File: src/rtl/key_byte_assembler.sv
// Packs a byte stream big-endian into a 32-bit key and presents it with a valid/ack handshake.
// Optional partial-key idle timeout: define KEY_BYTE_ASSEMBLER_TIMEOUT_EN.
module key_byte_assembler #(
  parameter int TIMEOUT_CYC = 1000
) (
  input  logic        clk,
  input  logic        rst_n,
  input  logic [7:0]  in_byte,
  input  logic        in_valid,
  output logic        in_ready,
  output logic [31:0] key,
  output logic        key_valid,
  input  logic        key_ack,
  output logic [1:0]  byte_cnt,
  output logic        err_timeout
);

  typedef enum logic [0:0] {COLLECT = 1'b0, HOLD = 1'b1} state_t;

  state_t      state_q, state_d;
  logic [23:0] acc;
  logic        xfer;
  logic        complete;
  logic        expire;

  // in_ready decodes registered state only, so an ack never opens the input in the same cycle
  assign in_ready = (state_q == COLLECT);
  assign xfer     = in_valid && in_ready;
  assign complete = xfer && (byte_cnt == 2'd3);

  always_ff @(posedge clk or negedge rst_n) begin
    if (!rst_n) state_q <= COLLECT;
    else        state_q <= state_d;
  end

  always_comb begin
    state_d = state_q;
    case (state_q)
      COLLECT: if (complete) state_d = HOLD;
      HOLD:    if (key_ack)  state_d = COLLECT;
      default: state_d = COLLECT;
    endcase
  end

  always_ff @(posedge clk or negedge rst_n) begin
    if (!rst_n) begin
      acc       <= '0;
      byte_cnt  <= '0;
      key       <= '0;
      key_valid <= 1'b0;
    end else begin
      if (complete) begin
        key       <= {acc, in_byte};
        key_valid <= 1'b1;
        acc       <= '0;
        byte_cnt  <= '0;
      end else if (xfer) begin
        acc      <= {acc[15:0], in_byte};
        byte_cnt <= byte_cnt + 2'd1;
      end else if (expire) begin
        acc      <= '0;
        byte_cnt <= '0;
      end
      if ((state_q == HOLD) && key_ack) key_valid <= 1'b0;
    end
  end

`ifdef KEY_BYTE_ASSEMBLER_TIMEOUT_EN
  localparam int IDLE_W = $clog2(TIMEOUT_CYC) + 1;

  logic [IDLE_W-1:0] idle_cnt;

  // A transfer in the expiry cycle wins over the timeout
  assign expire = (state_q == COLLECT) && (byte_cnt != 2'd0) && !xfer &&
                  (idle_cnt == IDLE_W'(TIMEOUT_CYC - 1));

  always_ff @(posedge clk or negedge rst_n) begin
    if (!rst_n) begin
      idle_cnt    <= '0;
      err_timeout <= 1'b0;
    end else begin
      err_timeout <= expire;
      if ((state_q != COLLECT) || (byte_cnt == 2'd0) || xfer || expire)
        idle_cnt <= '0;
      else
        idle_cnt <= idle_cnt + 1'b1;
    end
  end
`else
  assign expire = 1'b0;
  // Constant 0; the term only keeps TIMEOUT_CYC referenced in this build
  assign err_timeout = 1'b0 && (TIMEOUT_CYC != 0);
`endif

endmodule

File: config.mk
export PLATFORM = sky130hd
export DESIGN_NAME = key_byte_assembler
export DESIGN_NICKNAME = d
export VERILOG_FILES = /design/src/rtl/key_byte_assembler.sv
export SDC_FILE = /design/constraint.sdc
export NUM_CORES = 1
export LEC_CHECK = 0
export CORE_MARGIN = 3
export CORE_UTILIZATION = 56
export CTS_CLUSTER_SIZE = 20
export DETAILED_ROUTE_END_ITERATION = 7
export HOLD_SLACK_MARGIN = 0.02
export PLACE_DENSITY = 0.85
export SLEW_MARGIN = 15
export SYNTH_ARGS = -nofsm -noshare
export SYNTH_HDL_FRONTEND = slang
export SYNTH_SLANG_ARGS = --single-unit
File: constraint.sdc
create_clock -name clk -period 4.38 [get_ports clk]
set_input_delay 0.876 -clock clk [delete_from_list [all_inputs] [get_ports clk]]
set_output_delay 0.876 -clock clk [all_outputs]
set_load 0.1 [all_outputs]
* After elaboration in Yosys (flattened, before gate mapping)
Index checks and enable logic that the tools add are counted.
** Storage, ports and cells
- Flip-flop bits (word level) :: 60
- Latch bits :: 0
- RAM bits :: 0
- ROM bits :: 0
- Bits of input ports :: 12
- Output and inout bits :: 37
- Logic and storage cells :: 22
- Memories :: 0
** Cells by class
- $add $sub $neg :: 1
- $mul :: 0
- Div/mod/pow operators :: 0
- $lt $le $gt $ge :: 0
- Eq/ne operators :: 1
- Shift-type cells :: 0
- Muxes and demuxes :: 9
- Bitwise operators :: 1
- Reductions and logical operators :: 5
** Operator list (count)
- $mux W24 :: 2
- $mux W1 :: 4
- $mux W2 :: 2
- $reduce_bool A2 Y1 :: 2
- $logic_and A1 B1 Y1 :: 3
- $add A2 B1 Y2 const B :: 1
- $eq A2 B2 Y1 const B :: 1
- $pmux W1 S2 :: 1
- $not A1 Y1 :: 1

* Depth between registers and ports, before layout
- Depth in word-level cells :: 5
- Mapped depth :: 5
- Gate-level depth less buffers :: 3

* Least setup slack after synthesis
Ideal clock, no wire load.
- Path type :: flip-flop to flip-flop
- Start :: register byte_cnt[0]
- End :: register acc[15]
- Library setup time :: 0.125 ns
- Data arrival time :: 1.943 ns
- Path slack :: 2.312 ns
- Cell stages (with the launch flop) :: 6
- Buffers on the path :: 2
- Cells stage by stage :: dfrtp_1 > ha_1 > buf_4 > buf_2 > and2b_1 > mux2_4
** On the way
- Cells in the longest elaborated chain, start to end :: 3
** Ends and longest elaborated chain
- start, declared :: line 14 : output logic [1:0] byte_cnt,
- start signal, assigned :: line 59 : byte_cnt <= byte_cnt + 2'd1;
- $eq A2 B2 Y1 (*) :: line 29 : assign complete = xfer && (byte_cnt == 2'd3);
- $logic_and A1 B1 Y1 (*) :: line 29
- $mux W24 / $reduce_bool A2 Y1 (equally long branches)
- end signal, assigned :: line 58 : acc <= {acc[15:0], in_byte};
- end, declared :: line 21 : logic [23:0] acc;
Mark *: on every way between the ends. The rest lies on a longest branch, timed or not.
A chain may end at the register's enable or synchronous reset.

* Worst setup path after layout
- Start :: register state_q
- End :: output port in_ready
** On the way
- Cells in the longest elaborated chain, start to end :: 1
** Ends and longest elaborated chain
- start, declared :: line 20 : state_t state_q, state_d;
- start signal, assigned :: line 33 : else state_q <= state_d;
- $not A1 Y1
- end, declared :: line 10 : output logic in_ready,
Every way passes these cells.

==> qor.csv <==
metric;value;unit
relSlewSlack;0.323;
cts_resized;0;
grt_usage;0.188;
yosys.area.top_type;dfrtp_1;
status;finished, final reports clean;
rsz0062_at_grt;no;
reg2regPathDepth;3;
worstHoldPathCells;1;
num_rows;24;
synth-seq-cells;60;
post-route-min-period;2.88;ns
synth_area;2690;um^2
io_buffers;47;
timing.rr.start;byte_cnt[0];
min_from;key[5];
worst_slew_pin_slew;1.01;ns
start_util;0.596;
syn_nets;175;
finalHoldViolCount;0;
clock_latency;0.34;ns
cts_tree;built;
root_buffer;clkbuf_8;
grt_max_degree;61;
grt_pass1_vias;1587;
finalSetupViolations;0;
netlist_top_cells_area;dfrtp_1 56%, mux2_4 27%, mux2_2 3.8%;
postRouteAntennaNets;0;
setup.worst_path.class;flip-flop to primary output;
dpl.hpwl;2.97;mm
arrival;2.00;ns
cap_violations;0;
cts.sinks;60;
setup_tns;0;ns
clk_pin_slew_worst_paths;0.07;ns
worstPathMaxFanout;4;
hold_end;key[5];
synth_cell_types;18;
cpPeakStageDelay;1.13;ns
synth_cells;162;
die_area;5660;um^2
die_h;75.3;um
wl_per_cell;16.9;um
end_kind;primary output;
route.detailed.drc;0;
avgSynthCellArea;16.6;um^2
fmax;348;MHz
cts_made_buffers;9;
r2r_end;key[18];
gp_congestion;0.676;
cts_setup_buffers;0;
layout_commonest_cell;dfrtp_1;
layout_common_cells;60 x dfrtp_1, 49 x mux2_4, 46 x clkdlybuf4s50_1, 16 x nor2b_1;
ys_seq_area_frac;0.559;
critPathBufInv;2;
h-tree-depth;3;
insertedDiodeCount;0;
core_area;4500;um^2
worstSetupStartpoint;state_q;
layout.nets;225;
ios;49;
crit_path_start_kind;flip-flop;
slew_viol_final;0;
design_area;3360;um^2
cpMaxStageDelayCell;clkdlybuf4s50_1;
fin_worst_skew;0.00745;ns
die_w;75.3;um
synth_top_area_share;0.559;
grt_pass1_wl;7.71;mm
dpl-instance-area;3120;um^2
r2r_slack;2.57;ns
hold_path.class;flip-flop to flip-flop;
antenna_found_initial;0;
drtPass1Iterations;4;
vias;1400;
vias_per_cell;5.20;
drtIter0Drc;60;
crit_chain;inv_1 -> clkdlybuf4s50_1;
cts_hold_buffers;0;
wirelength;4.56;mm
synth-warning-count;0;
crit_family;buffers and inverters;
grt_overflow_total;0;
fin_crit_sh;0.657;
drive_gt1_frac;0.364;
cts_buffer_depth;2;
cp_data_required_time;3.50;ns
area_delta_synth_final;25.1;%
-- routing by layer --
metal | track usage | wire, um | vias to the layer above
met3 | 0.0441 | 192 | 10
met4 | 0.111 | 120 | 0
met1 | 0.239 | 2070 | 699
li1 | - | - | 650
met5 | 0 | 0 | -
met2 | 0.293 | 2180 | 41
-- synthesized netlist by cell type (all sizes together) --
cell,instances
buf,10
nand3b,1
nor2,1
inv,2
o22ai,1
and2b,8
mux2,58
a21oi,1
dfrtp,60
nor2b,17
o21ai,1
conb,1
ha,1
-- final cells by class --
class                           instances  area, um^2
Inverter                                2        7.51
Multi-Input combinational cell         90        1070
Fill cell                             281        1140
Clock buffer                            9         124
Timing Repair Buffer                   49         480
Tap cell                               52        65.1
Sequential cell                        60        1500
Clock inverter                          7         115
-- how the worst max path moves through the flow --
stage / endpoint / depth (start not counted) / slack [ns]
floorplan: acc[15] / 5 / 2.31
global placement: acc[2] / 3 / 1.63
detailed placement: acc[2] / 3 / 1.57
CTS: in_ready / 2 / 1.48
global route: in_ready / 2 / 1.45
finish: in_ready / 2 / 1.50
-- metrics by stage --
| step | hold WS (ns) | setup slack (ns) | instances | util |
|---|---|---|---|---|
| floorplan | 0.478 | 2.31 | 162 | - |
| global placement | 0.494 | 1.63 | 253 | 0.693 |
| detailed placement | 0.491 | 1.57 | 253 | 0.693 |
| CTS | 0.511 | 1.48 | 269 | 0.746 |
| global route | 0.517 | 1.45 | 269 | 0.746 |
| finish | 0.509 | 1.50 | 269 | 0.746 |
-- flip-flops by register name, indices dropped and copies added, names as in the netlist --
signal	flops
key	32
byte_cnt	2
acc	24
state_q	1
key_valid	1
-- cells by family (layout without fill, tap and decap cells) --
kind of cell    Yosys count  in the layout  share of synthesized area
buf+inv                  12             67                     0.0438
simple gates             27             27                     0.0736
compound gates            3              3                    0.00605
mux                      58             58                      0.312
flops                    60             60                      0.559
fa+ha+maj                 1              1                    0.00466
other cells               1              1                    0.00140
Power is not shown: default switching activity piles up to over one toggle a cycle in this logic, so the estimate is an artifact.
